==> config.mk <==
export PLATFORM = sky130hd
export DESIGN_NAME = timer_alarm
export DESIGN_NICKNAME = d
export VERILOG_FILES = /design/src/rtl/timer_pkg.sv /design/src/rtl/timer_alarm_cmp.sv /design/src/rtl/timer_alarm.sv
export SDC_FILE = /design/constraint.sdc
export NUM_CORES = 1
export LEC_CHECK = 0
export CAP_MARGIN = 0
export CORE_MARGIN = 2
export CORE_UTILIZATION = 50
export CTS_BUF_LIST = sky130_fd_sc_hd__clkbuf_16
export DETAILED_ROUTE_END_ITERATION = 6
export PLACE_DENSITY = 0.72
export SETUP_SLACK_MARGIN = 0.02
export SYNTH_ARGS = -nofsm -noshare
export SYNTH_HDL_FRONTEND = slang
export SYNTH_HIERARCHICAL = 1
export SYNTH_SLANG_ARGS = --single-unit
==> constraint.sdc <==
create_clock -name clk -period 5.3 [get_ports clk]
set_input_delay 1.325 -clock clk [delete_from_list [all_inputs] [get_ports clk]]
set_output_delay 1.325 -clock clk [all_outputs]
set_load 0.03 [all_outputs]
==> src/rtl/timer_pkg.sv <==
// Shared constants for the timer peripheral family: bus base, register offsets,
// alarm configuration bit positions and the alarm FSM state type.
package timer_pkg;

    localparam logic [15:0] BASE_HI      = 16'h3FF5;

    localparam logic [15:0] OFF_ALARMLO  = 16'hF010;
    localparam logic [15:0] OFF_ALARMHI  = 16'hF014;
    localparam logic [15:0] OFF_PERIODLO = 16'hF028;
    localparam logic [15:0] OFF_PERIODHI = 16'hF02C;
    localparam logic [15:0] OFF_CFG      = 16'hF030;
    localparam logic [15:0] OFF_INT_ENA  = 16'hF098;
    localparam logic [15:0] OFF_INT_RAW  = 16'hF09C;
    localparam logic [15:0] OFF_INT_ST   = 16'hF0A0;
    localparam logic [15:0] OFF_INT_CLR  = 16'hF0A4;
    localparam logic [15:0] OFF_FIRE_CNT = 16'hF0A8;

    localparam int unsigned CFG_ARM   = 0;
    localparam int unsigned CFG_REARM = 1;
    localparam int unsigned CFG_DIR   = 2;

    typedef enum logic [1:0] {
        IDLE   = 2'd0,
        ARMED  = 2'd1,
        RELOAD = 2'd2
    } alarm_state_t;

endpackage

==> src/rtl/timer_alarm_cmp.sv <==
// Alarm comparator and re-arm adder, kept combinational and separate so a
// pipeline stage can be inserted here without touching the FSM.
module alarm_cmp #(
    parameter int unsigned CNT_W = 64
) (
    input  logic [CNT_W-1:0] counter,
    input  logic [CNT_W-1:0] alarm,
    input  logic [CNT_W-1:0] period,
    input  logic             dir,
    output logic             match,
    output logic [CNT_W-1:0] next_alarm
);

    always_comb begin
        match      = dir ? (counter >= alarm) : (counter <= alarm);
        next_alarm = dir ? (alarm + period) : (alarm - period);
    end

endmodule

==> src/rtl/timer_alarm.sv <==
// Memory-mapped 64-bit alarm stage: compares the live timer count against a
// programmable alarm, latches an interrupt and optionally re-arms by a period.
module timer_alarm
    import timer_pkg::*;
#(
    parameter logic [15:0] BASE_HI = timer_pkg::BASE_HI,
    parameter int unsigned CNT_W   = 64
) (
    input  logic             clk,
    input  logic             rst,
    input  logic [31:0]      addr_in,
    input  logic [31:0]      data_in,
    input  logic             wr_in,
    input  logic             rd_in,
    output logic             rd_valid_out,
    output logic [31:0]      data_out,
    input  logic [CNT_W-1:0] counter_in,
    output logic             irq_out
);

    alarm_state_t     state;
    logic [CNT_W-1:0] alarm;
    logic [CNT_W-1:0] period;
    logic [2:0]       cfg;
    logic             int_ena;
    logic             int_raw;
    logic [31:0]      fire_cnt;

    logic             hit;
    logic [15:0]      off;
    logic             wr_hit;
    logic             match;
    logic             fire;
    logic [CNT_W-1:0] next_alarm;
    logic [31:0]      rd_data;

    assign hit    = (addr_in[31:16] == BASE_HI);
    assign off    = addr_in[15:0];
    assign wr_hit = wr_in & hit;

    alarm_cmp #(.CNT_W(CNT_W)) u_cmp (
        .counter    (counter_in),
        .alarm      (alarm),
        .period     (period),
        .dir        (cfg[CFG_DIR]),
        .match      (match),
        .next_alarm (next_alarm)
    );

    assign fire    = (state == ARMED) && cfg[CFG_ARM] && match;
    assign irq_out = int_raw & int_ena;

    always_ff @(posedge clk) begin
        if (rst) begin
            state <= IDLE;
        end else begin
            case (state)
                IDLE:    state <= cfg[CFG_ARM] ? ARMED : IDLE;
                ARMED: begin
                    if (!cfg[CFG_ARM])
                        state <= IDLE;
                    else if (fire)
                        state <= cfg[CFG_REARM] ? RELOAD : IDLE;
                end
                RELOAD:  state <= cfg[CFG_ARM] ? ARMED : IDLE;
                default: state <= IDLE;
            endcase
        end
    end

    // Later assignments win: CPU writes override FSM updates on the same edge,
    // while a fire overrides a same-edge interrupt or counter clear.
    always_ff @(posedge clk) begin
        if (rst) begin
            alarm    <= '0;
            period   <= '0;
            cfg      <= '0;
            int_ena  <= 1'b0;
            int_raw  <= 1'b0;
            fire_cnt <= '0;
        end else begin
            if (fire && cfg[CFG_REARM])
                alarm <= next_alarm;
            if (fire && !cfg[CFG_REARM])
                cfg[CFG_ARM] <= 1'b0;
            if (wr_hit) begin
                case (off)
                    OFF_ALARMLO:  alarm[31:0]   <= data_in;
                    OFF_ALARMHI:  alarm[63:32]  <= data_in;
                    OFF_PERIODLO: period[31:0]  <= data_in;
                    OFF_PERIODHI: period[63:32] <= data_in;
                    OFF_CFG:      cfg           <= data_in[2:0];
                    OFF_INT_ENA:  int_ena       <= data_in[0];
                    OFF_INT_CLR:  if (data_in[0]) int_raw <= 1'b0;
                    OFF_FIRE_CNT: fire_cnt      <= '0;
                    default: ;
                endcase
            end
            if (fire) begin
                int_raw <= 1'b1;
                if (wr_hit && off == OFF_FIRE_CNT)
                    fire_cnt <= 32'd1;
                else if (fire_cnt != '1)
                    fire_cnt <= fire_cnt + 32'd1;
            end
        end
    end

    always_comb begin
        rd_data = '0;
        case (off)
            OFF_ALARMLO:  rd_data = alarm[31:0];
            OFF_ALARMHI:  rd_data = alarm[63:32];
            OFF_PERIODLO: rd_data = period[31:0];
            OFF_PERIODHI: rd_data = period[63:32];
            OFF_CFG:      rd_data = {29'd0, cfg};
            OFF_INT_ENA:  rd_data = {31'd0, int_ena};
            OFF_INT_RAW:  rd_data = {31'd0, int_raw};
            OFF_INT_ST:   rd_data = {31'd0, int_raw & int_ena};
            OFF_FIRE_CNT: rd_data = fire_cnt;
            default:      rd_data = '0;
        endcase
    end

    always_ff @(posedge clk) begin
        if (rst) begin
            rd_valid_out <= 1'b0;
            data_out     <= '0;
        end else begin
            rd_valid_out <= rd_in & hit;
            if (rd_in && hit)
                data_out <= rd_data;
        end
    end

endmodule
==> summary.txt, run 1 <==
Finish
  • Commonest cells after routing, fill and taps aside: 214 x a21oi_1, 204 x nand2_1, 199 x dfxtp_1
  • Final Util: 0.602
  • # fillers: 2977
  • Nets@finish: 2542
  • Post-route insts no fill: 2721
  • Commonest non-fill, non-tap cell in the layout: a21oi_1
  • Layout cell share with drive strength beyond 1: 0.0807
  • N_diodes: 0
  • Area delta synth->final: 18.8%

Detailed routing
  • DRT iter0 DRCs: 1944
  • Residual DRC: 0
  • Vias/cell: 6.44
  • Routed vias: 17533
  • First drt pass iteration count: 6
  • Antenna-violating nets left: 0
  • WL/cell: 22.0 µm
  • Final wirelength: 59.9 mm

Synth
  • Mux share of post-synthesis cell area: 0.0439
  • Netlist cell types: 86
  • Area share of the leading cell type in the synthesized netlist: 0.244
  • EDFF count, synth: 0
  • Most area-hungry cell type in the Yosys netlist: dfxtp_1
  • Register area share after synthesis: 0.244
  • Simple-gate portion of the synthesized area: 0.230
  • Synth Area in Compound Gates: 0.249
  • Synthesized area: 16400 µm²
  • Synth Area in XOR/XNOR: 0.0665
  • Seq cells post-synth: 200
  • Ys flop type: dfxtp_1
  • Avg Cell Area, Syn: 7.82 µm²
  • Yosys warning total: 6
  • Adder-Cell Fraction of Synth Area: 0.110
  • Asr flop ratio synth: 0
  • Synthesized netlist net count: 2377
  • Synth top area cells: dfxtp_1 24%, ha_1 11%, a21oi_1 6.5%
  • Main combinational cell family by area after synthesis: compound AO/OA/AOI/OAI gates
  • Synth Instances: 2101

Clock network
  • Hold Buf Count CTS: 0
  • Clk buf depth: 2
  • Worst skew pair latency: 0.46 ns
  • CTS tree: done
  • PostCTS Resize Cnt: 0
  • Clock transition at path regs: 0.08 ns
  • Setup Buffers After CTS: 0
  • CTS Buf Count: 17
  • CTS H-tree lvls: 4
  • Root Driver: clkbuf_16
  • CTS sink count: 200

Pwr
  • Comb power frac: 0.082
  • Net load switching power: 0.000772 W
  • Total power: 0.00310 W
  • Internal: 0.00233 W
  • Clk network pwr share: 0.433
  • PwrDens: 159 nW/µm²
  • Max IR drop VDD: 0.232 mV
  • Seq pwr share: 0.484
  • Sw frac: 0.249
  • Leakage: 8.38 nW

Timing
  • Hold Vio Cnt, Final: 0
  • Slew headroom: 0.193
  • Final setup violation count: 0
  • Least-Margin Pin Slew: 1.20 ns
  • Worst Skew: 0.0118 ns
  • Fin Setup TNS: 0 ns
  • Worst hold slack: 0.481 ns
  • Tcrit/Tclk final: 0.954
  • Final Critical Period: 5.06 ns
  • Final count of pins violating max slew: 0
  • RSZ-0062 raised after global routing: false
  • Max Clock Freq: 0.198 GHz

Worst setup path
  • Cell breakdown of the critical path: or4_4 > nor3_1 > buf_4 > nor3b_1 > buf_4 > a21oi_1 > xor2_1 > ha_1 > a21oi_1 > o21ai_0 > a21oi_1 > o31ai_1 > a41oi_1 > buf_4 > o31a_1 > o311a_1 > o31a_1 > xnor2_1 > mux2i_1 > a211oi_1
  • Buf+Inv Stages, Crit Path: 3
  • Slowest stage delay, CP: 0.59 ns
  • Crit path kind: reg2reg
  • Setup crit end kind: flip-flop
  • WP data required: 5.67 ns
  • Worst EP arrival: 5.43 ns
  • CP Launch Type: flip-flop
  • Delay-heaviest family, CP: compound AO/OA/AOI/OAI gates
  • Crit path max fanout: 6
  • CP max stage cell: or4_4

Placement
  • Routability cong.: 0.980
  • Port-buffer cells: 165
  • DP HPWL: 45.8 mm
  • Inst Count DP: 2689

Die
  • Die width: 185 µm
  • Core Area: 32500 µm²
  • I/O Pins: 166
  • Initial core utilization: 0.507
  • Die ar.: 34300 µm²
  • Cell Rows: 66
  • Die Span Y: 185 µm

Global route
  • Largest net degree at the start of global routing: 70
  • Number of global-route vias before repair: 16475
  • First-pass GRT wire length: 91.8 mm
  • Initial antenna violation count: 0
  • Congestion Overflow GR: 0
  • GRT Util Overall: 0.346

Min path
  • HP Class: reg2reg

Run
  • Max-cap violations: 0

Outcome
  • Status: complete, no violations
==> layer usage <==
metal	vias up	wire, µm	global-route usage
met2	1045	26000	0.536
met1	8239	24800	0.471
met4	0	2440	0.141
met3	149	6610	0.0643
met5	-	0	0
li1	8100	-	-
==> power by group through the flow <==
stage / clock (W) / combinational, W / sequential [W]
after detailed placement: 0 / 0.000249 / 0.00154
after floorplan: 0 / 0.0000909 / 0.00154
final: 0.00134 / 0.000255 / 0.00150
after global placement: 0 / 0.000243 / 0.00154
after global routing: 0.00140 / 0.000271 / 0.00150
after CTS: 0.00135 / 0.000250 / 0.00150
==> worst paths after layout <==
check	endpoint	slack, ns	depth (start not counted)	from
setup / recovery	alarm[57]	0.24	20	period[5]
hold / removal	data_out[10]	0.48	1	data_out[10]
setup reg to reg	alarm[57]	0.24	20	period[5]
hold reg to reg	data_out[10]	0.48	1	data_out[10]
==> through the flow <==
| step | setup slack (ns) | area [µm²] |
|---|---|---|
| after floorplan | 0.687 | 16400 |
| after global placement | 0.290 | 19000 |
| after detailed placement | 0.163 | 19000 |
| after CTS | 0.338 | 19500 |
| after global routing | 0.0432 | 19500 |
| final | 0.242 | 19500 |
==> Yosys cell counts, types with 21 or more instances <==
cell / n
mux2i_1: 71
nand3_1: 84
or4_1: 21
a22o_1: 31
buf_2: 35
a22oi_1: 37
inv_1: 98
xnor2_1: 55
xor2_1: 68
nor3_1: 39
a32oi_1: 30
nand2_1: 205
dfxtp_1: 200
clkbuf_1: 71
a21o_1: 63
ha_1: 143
a211oi_1: 65
nand4_1: 57
o21ai_0: 62
nor2_1: 171
a21oi_1: 214
==> state kept, by name, summed over array words and instances (netlist names) <==
signal and flops:
alarm 64, cfg 3, data_out 32, fire_cnt 32, int_ena 1, int_raw 1
period 64, rd_valid_out 1, state 2
==> cell type report <==
type / instances / area [µm²] / area share
Multi-Input combinational cell: 1680 / 11500 / 0.591
Inverter: 98 / 368 / 0.0188
Clock inverter: 15 / 153 / 0.00781
Clock buffer: 17 / 425 / 0.0218
Tap cell: 442 / 553 / 0.0283
Sequential cell: 200 / 4010 / 0.205
Timing Repair Buffer: 269 / 2490 / 0.128
==> cell families (layout without fill, tap and decap cells) <==
kind of cell / Yosys count / in the layout
muxes: 72 / 72
and+or+nand+nor: 723 / 723
xor gates and xnor gates: 124 / 124
buffers and inverters: 221 / 399
DFF: 200 / 200
AOI/OAI and AO/OA: 617 / 617
adders and majority gates: 144 / 144
Power figures use the tool's default switching activity.
==> inputs of run 2 (changes only) <==
Settings changed: CORE_MARGIN 2 to 4, CTS_BUF_LIST sky130_fd_sc_hd__clkbuf_16 to sky130_fd_sc_hd__clkbuf_8.
==> run 2 against run 1 <==
Final area decreased by 1.5%. Combinational power about the same. Non-clock buffer count decreased by 14. Global-route usage down 2.7 points. Routed wire length is 1.2% lower.
==> summary.txt, run 2 (same netlist as run 1, synthesis figures left out) <==
Timing
  • Tcrit/Tclk final: 0.970 (+0.0158)
  • Final setup violation count: 0 (unchanged)
  • Least-Margin Pin Slew: 1.28 ns (+0.0820 ns)
  • Slew headroom: 0.138 (-0.0553)
  • Final Critical Period: 5.14 ns (+0.0840 ns)
  • RSZ-0062 raised after global routing: true
  • Fin Setup TNS: 0 ns (unchanged)
  • Hold Vio Cnt, Final: 0 (unchanged)
  • Final count of pins violating max slew: 0 (unchanged)
  • Worst Skew: 0.0180 ns (+0.00618 ns)
  • Max Clock Freq: 0.194 GHz (-1.6%)
  • Worst hold slack: 0.493 ns (+0.0116 ns)
  • Fin worst setup slack: 0.158 ns (-0.0840 ns)

Detailed routing
  • WL/cell: 21.9 µm (-0.70%)
  • Routed vias: 17238 (-1.7%)
  • DRT iter0 DRCs: 1856 (-4.5%)
  • Vias/cell: 6.37 (-1.2%)
  • Residual DRC: 0 (unchanged)
  • First drt pass iteration count: 7 (+1)
  • Final wirelength: 59.2 mm (-1.2%)
  • Antenna-violating nets left: 0 (unchanged)

Worst setup path
  • Cell breakdown of the critical path: or4_4 > nor3b_4 > nand4_4 > nor2_1 > buf_4 > a21oi_1 > xor2_1 > ha_1 > a21oi_1 > o21ai_1 > a21o_1 > a21oi_1 > o21ai_0 > a31oi_1 > o21bai_1 > a21oi_1 > xnor2_1 > mux2i_1 > a211oi_1
  • Worst EP arrival: 5.56 ns (+0.13 ns)
  • Buf+Inv Stages, Crit Path: 1 (-2)
  • CP most frequent cell: a21oi_1
  • CP Launch Type: flip-flop
  • CP max stage cell: or4_4
  • WP data required: 5.72 ns (+0.05 ns)
  • Setup crit end kind: flip-flop
  • Slowest stage delay, CP: 0.60 ns (about the same)
  • Delay-heaviest family, CP: compound AO/OA/AOI/OAI gates
  • Reg-to-reg startpoint: period[5]
  • Crit path max fanout: 7 (+1)
  • Worst Setup SP: period[5]
  • Crit path kind: reg2reg

Pwr
  • PwrDens: 147 nW/µm² (-7.6%)
  • Leakage: 8.22 nW (-1.8%)
  • Max IR drop VDD: 0.141 mV (-39%)

Finish
  • Register Area: 4010 µm² (unchanged)
  • Registers with the most flip-flops: alarm (64), period (64)
  • Commonest non-fill, non-tap cell in the layout: a21oi_1
  • Nets@finish: 2528 (-0.55%)
  • Commonest cells after routing, fill and taps aside: 214 x a21oi_1, 204 x nand2_1, 199 x dfxtp_1
  • Post-route insts no fill: 2707 (-0.51%)
  • Layout cell share with drive strength beyond 1: 0.0777 (-0.00303)
  • Area delta synth->final: 17.0%
  • N_diodes: 0 (unchanged)
  • Area used by multi-input combinational logic: 11600 µm² (+0.15%)
  • # fillers: 3028 (+1.7%)

Placement
  • Port-buffer cells: 165 (unchanged)
  • Pre-CTS setup slack: 0.157 ns (-0.00607 ns)
  • Routability cong.: 0.971 (-0.87%)
  • DP HPWL: 45.6 mm (-0.46%)
  • Inst Count DP: 2675 (-0.52%)

Global route
  • Largest net degree at the start of global routing: 79 (+13%)
  • GRT Util Overall: 0.319 (-0.0272)
  • Initial antenna violation count: 0 (unchanged)
  • Congestion Overflow GR: 0 (unchanged)
  • Number of global-route vias before repair: 16219 (-1.6%)
  • First-pass GRT wire length: 91.0 mm (-0.83%)

Run
  • Max-cap violations: 0 (unchanged)

Min path
  • Worst Hold Launch: data_out[22]
  • HP Class: reg2reg

Die
  • I/O Pins: 166 (unchanged)
  • Die ar.: 35800 µm² (+4.4%)
  • Initial core utilization: 0.507 (unchanged)
  • Core Area: 32500 µm² (unchanged)
  • Cell Rows: 66 (unchanged)
  • Die Span Y: 189 µm (+2.2%)
  • Die width: 189 µm (+2.2%)

Clock network
  • Clock transition at path regs: 0.11 ns (+0.03 ns)
  • Clk buf depth: 2 (unchanged)
  • CTS tree: done
  • CTS Buf Count: 17 (unchanged)
  • CTS sink count: 200 (unchanged)
  • Root Driver: clkbuf_8
  • Worst skew pair latency: 0.52 ns (+0.06 ns)
  • CTS H-tree lvls: 4 (unchanged)
  • Setup Buffers After CTS: 0 (unchanged)

Outcome
  • Status: complete, no violations
run 2: cell count changes in the layout (fill, tap and decap cells not counted), moves of 3 or more:
cell	previous run	this run
clkbuf_16	17	0
clkbuf_8	0	17
buf_4	100	88
clkinv_2	1	4
run 2: what timing repair did:
action | in CTS | in global routing
hold endpoints to repair | 0 | 0
setup endpoints to repair | 0 | 10
hold buffers | 0 | 0
gates resized for setup | 0 | 5
run 2: final timing paths:
| path | to | slack, ns | depth (start not counted) |
|---|---|---|---|
| worst max-delay path | alarm[50] | 0.16 | 19 |
| worst min-delay path | data_out[22] | 0.49 | 1 |
| worst max register to register | alarm[50] | 0.16 | 19 |
| worst min register to register | data_out[22] | 0.49 | 1 |
run 2: metal layers:
metal  track usage  routed length, µm  vias to the layer above  part of all wire
met5             0                  0                        -                 0
met4         0.110               2000                        0             0.034
met3        0.0649               5900                      110              0.10
met2         0.496              25900                      865              0.44
met1         0.441              25400                     8186              0.43
li1              -                  -                     8077                 -
run 2: worst reg2reg max path, cell delays in order (launching register included):
cell	delay, ns
dfxtp_1	0.33
or4_4	0.60
nor3b_4	0.34
nand4_4	0.30
nor2_1	0.26
buf_4	0.20
a21oi_1	0.10
xor2_1	0.18
ha_1	0.45
a21oi_1	0.43
o21ai_1	0.32
a21o_1	0.24
a21oi_1	0.19
o21ai_0	0.10
a31oi_1	0.24
o21bai_1	0.15
a21oi_1	0.18
xnor2_1	0.15
mux2i_1	0.10
a211oi_1	0.22
run 2: final cells by class:
type / count / share of cell area
clock inverters: 15 / 0.00845
well taps: 442 / 0.0287
inverters: 98 / 0.0191
multi-input cells: 1680 / 0.601
repair buffers: 255 / 0.123
clock buffers: 17 / 0.0122
flip-flops and latches: 200 / 0.208
run 2: stage by stage:
step | total power, W | util | instance area, µm²
5_1_grt | 0.00290 | 0.593 | 19200
6_report | 0.00282 | 0.593 | 19200
2_1_floorplan | 0.00163 | - | 16400
3_3_place_gp | 0.00178 | 0.580 | 18800
3_5_place_dp | 0.00179 | 0.580 | 18800
4_1_cts | 0.00283 | 0.592 | 19200
run 2: where the power goes:
part | switching [W] | total [W] | internal, W
sequential | 0.0000000000145 | 0.00150 | 0.00150
clock | 0.000636 | 0.00107 | 0.000430
combinational | 0.000126 | 0.000253 | 0.000128
total | 0.000761 | 0.00282 | 0.00206
==> inputs of run 3 (changes only) <==
Settings changed: CORE_UTILIZATION 50 to 25, PLACE_DENSITY 0.72 to 0.42, RECOVER_POWER from default to 100, SLEW_MARGIN from default to 20.
==> run 3 against run 2 <==
Largest power group unchanged. Non-clock buffer count rose by 135. Critical path type unchanged. Flip-flop and latch count stayed put. Highest routed layer unchanged. First-iteration DRC count decreased by 28%. Combinational power grew 4%. Sequential share of layout area is 1.6 points lower. Register-to-register slack improved by 0.04 ns. The run now ends with capacitance limit, slew limit left.
==> summary.txt, run 3 (same netlist as run 1, synthesis figures left out) <==
Placement
  • Routability cong.: 0.877 (-9.7%)
  • DP HPWL: 57.6 mm (+26%)
  • Inst Count DP: 3219 (+20%)
  • Placed cell areas: 20400 µm² (+8.4%)
  • Port-buffer cells: 165 (unchanged)

Detailed routing
  • Residual DRC: 0 (unchanged)
  • Vias/cell: 5.37 (-16%)
  • Routed vias: 17465 (+1.3%)
  • WL/cell: 22.5 µm (+3.0%)
  • Final wirelength: 73.2 mm (+24%)
  • First drt pass iteration count: 5 (-2)
  • Antenna-violating nets left: 0 (unchanged)
  • DRT iter0 DRCs: 1334 (-28%)

Clock network
  • Hold Buf Count CTS: 0 (unchanged)
  • CTS sink count: 200 (unchanged)
  • Root Driver: clkbuf_8
  • CTS tree: done
  • Clk buf depth: 2 (unchanged)
  • Worst skew pair latency: 0.59 ns (+0.07 ns)
  • CTS H-tree lvls: 4 (unchanged)
  • Clock transition at path regs: 0.11 ns (about the same)
  • CTS Buf Count: 17 (unchanged)

Min path
  • Hold depth: 1 (unchanged)
  • WHS Endpoint: data_out[18]
  • HP Class: reg2reg
  • Worst Hold Launch: data_out[18]

Timing
  • Tcrit/Tclk final: 0.962 (-0.00798)
  • Least-Margin Pin Slew: 1.93 ns (+0.646 ns)
  • Final count of pins violating max slew: 66 (+66)
  • Hold Vio Cnt, Final: 0 (unchanged)
  • Final Critical Period: 5.10 ns (-0.0423 ns)
  • Worst Skew: 0.0234 ns (+0.00544 ns)
  • Max Clock Freq: 0.196 GHz (+0.83%)
  • Slew headroom: -0.283 (-0.421)
  • RSZ-0062 raised after global routing: false
  • Worst hold slack: 0.480 ns (-0.0123 ns)
  • Final setup violation count: 0 (unchanged)

Run
  • Max-cap violations: 2 (+2)

Worst setup path
  • CP Launch Type: flip-flop
  • Instance count on the critical path: 22 (+3)
  • CP max stage cell: or4_4
  • Crit path max fanout: 6 (-1)
  • R2R depth: 22 (+3)
  • FF-to-FF End: alarm[35]
  • Setup crit end kind: flip-flop
  • Crit path kind: reg2reg
  • Delay-heaviest family, CP: simple AND/OR/NAND/NOR gates
  • Worst EP arrival: 5.59 ns (+0.03 ns)
  • Buf+Inv Stages, Crit Path: 6 (+5)
  • Cell breakdown of the critical path: or4_4 > buf_4 > nor3b_4 > nand4_4 > buf_4 > nor2_1 > buf_4 > a21oi_1 > xor2_1 > ha_1 > a21o_1 > a21oi_1 > o21ai_0 > a31oi_1 > clkbuf_1 > clkbuf_1 > buf_4 > nor2_1 > nor2_1 > xnor2_1 > mux2i_1 > a211oi_1
  • Reg-to-reg startpoint: period[4]
  • CP most frequent cell: buf_4
  • Flop2flop setup slack: 0.20 ns (+0.04 ns)
  • Slowest stage delay, CP: 0.59 ns (about the same)
  • WP data required: 5.79 ns (+0.07 ns)

Finish
  • Registers with the most flip-flops: alarm (64), period (64)
  • Post-route cell area: 20800 µm² (+8.1%)
  • Commonest cells after routing, fill and taps aside: 210 x a21oi_1, 204 x nand2_1, 200 x buf_4
  • N_diodes: 0 (unchanged)
  • Commonest non-fill, non-tap cell in the layout: a21oi_1
  • Register Area: 4010 µm² (unchanged)
  • Post-route insts no fill: 3254 (+20%)
  • Area delta synth->final: 26.5%
  • # fillers: 6881 (+130%)
  • Area used by multi-input combinational logic: 11600 µm² (+0.74%)
  • Nets@finish: 2663 (+5.3%)
  • Layout cell share with drive strength beyond 1: 0.128 (+0.0507)

Global route
  • First-pass GRT wire length: 110 mm (+21%)
  • Congestion Overflow GR: 0 (unchanged)
  • Initial antenna violation count: 0 (unchanged)
  • Largest net degree at the start of global routing: 72 (-8.9%)
  • GRT Util Overall: 0.204 (-0.114)
  • Number of global-route vias before repair: 17278 (+6.5%)

Die
  • Die ar.: 69900 µm² (+95%)
  • Core Area: 64800 µm² (+100%)
  • Die width: 264 µm (+40%)
  • Cell Rows: 93 (+41%)
  • I/O Pins: 166 (unchanged)
  • Die Span Y: 264 µm (+40%)
  • Initial core utilization: 0.254 (-0.253)

Outcome
  • Status: finished with violations
  • Failing checks: capacitance limit, slew limit

Pwr
  • PwrDens: 134 nW/µm² (-8.4%)
  • Leakage: 8.97 nW (+9.1%)
  • Total power: 0.00279 W (-0.98%)
  • Max IR drop VDD: 0.197 mV (+40%)
-- run 3: cell types whose count changed in the layout (fill, tap and decap cells not counted), moves of 3 or more --
cell             before  now
dlygate4sd3_1         0   37
buf_4                88  200
clkinvlp_4            1    5
a21oi_1             214  210
clkbuf_2              0    3
clkbuf_1              0   13
buf_6                 0    4
a21oi_2               1    5
clkdlybuf4s50_1     164  127
-- run 3: final cells by class --
cell class,instances,share of cell area
Clock inverter,14,0.00608
Sequential cell,200,0.193
Tap cell,855,0.0514
Inverter,98,0.0177
Multi-Input combinational cell,1680,0.560
Clock buffer,17,0.0112
Timing Repair Buffer,390,0.161
-- run 3: stage by stage --
step	worst slack, ns	setup TNS, ns	util
detailed placement	-0.281	-0.994	0.315
global placement	-0.342	-1.68	0.314
global route	0.00956	0	0.321
finish	0.200	0	0.321
CTS	0.0761	0	0.321
floorplan	0.687	0	-
-- run 3: worst max path at each step --
stage	start	to	slack, ns
6_report	period[4]	alarm[35]	0.20
5_1_grt	period[1]	alarm[43]	0.01
4_1_cts	period[5]	alarm[43]	0.08
3_5_place_dp	period[5]	alarm[62]	-0.28
3_3_place_gp	period[5]	alarm[62]	-0.34
2_1_floorplan	period[5]	alarm[62]	0.69
-- run 3: worst reg2reg max path, stage by stage (launching register included) --
cell and delay (ns):
dfxtp_1 0.33, or4_4 0.59, buf_4 0.18, nor3b_4 0.30, nand4_4 0.17, buf_4 0.20, nor2_1 0.13, buf_4 0.18
a21oi_1 0.08, xor2_1 0.17, ha_1 0.41, a21o_1 0.20, a21oi_1 0.27, o21ai_0 0.14, a31oi_1 0.31, clkbuf_1 0.25
clkbuf_1 0.18, buf_4 0.16, nor2_1 0.07, nor2_1 0.16, xnor2_1 0.18, mux2i_1 0.10, a211oi_1 0.24
-- run 3: metal layers --
metal,vias to the layer above,share of wire,wire [µm],GRT usage
met5,-,0,0,0
met4,0,0.027,1970,0.0610
met3,73,0.053,3870,0.0294
met1,8529,0.47,34200,0.286
met2,526,0.45,33200,0.327
li1,8337,-,-,-
-- run 3: timing repair --
item / 4_1_cts / 5_1_grt
pin swaps: 0 / 16
buffers inserted: 0 / 4
setup endpoints to repair: 7 / 19
gates resized for setup: 5 / 27
-- run 3: where the power goes --
group / internal (W) / switching [W]
logic: 0.000131 / 0.000133
registers: 0.00150 / 0.0000000000133
clock network: 0.000371 / 0.000657
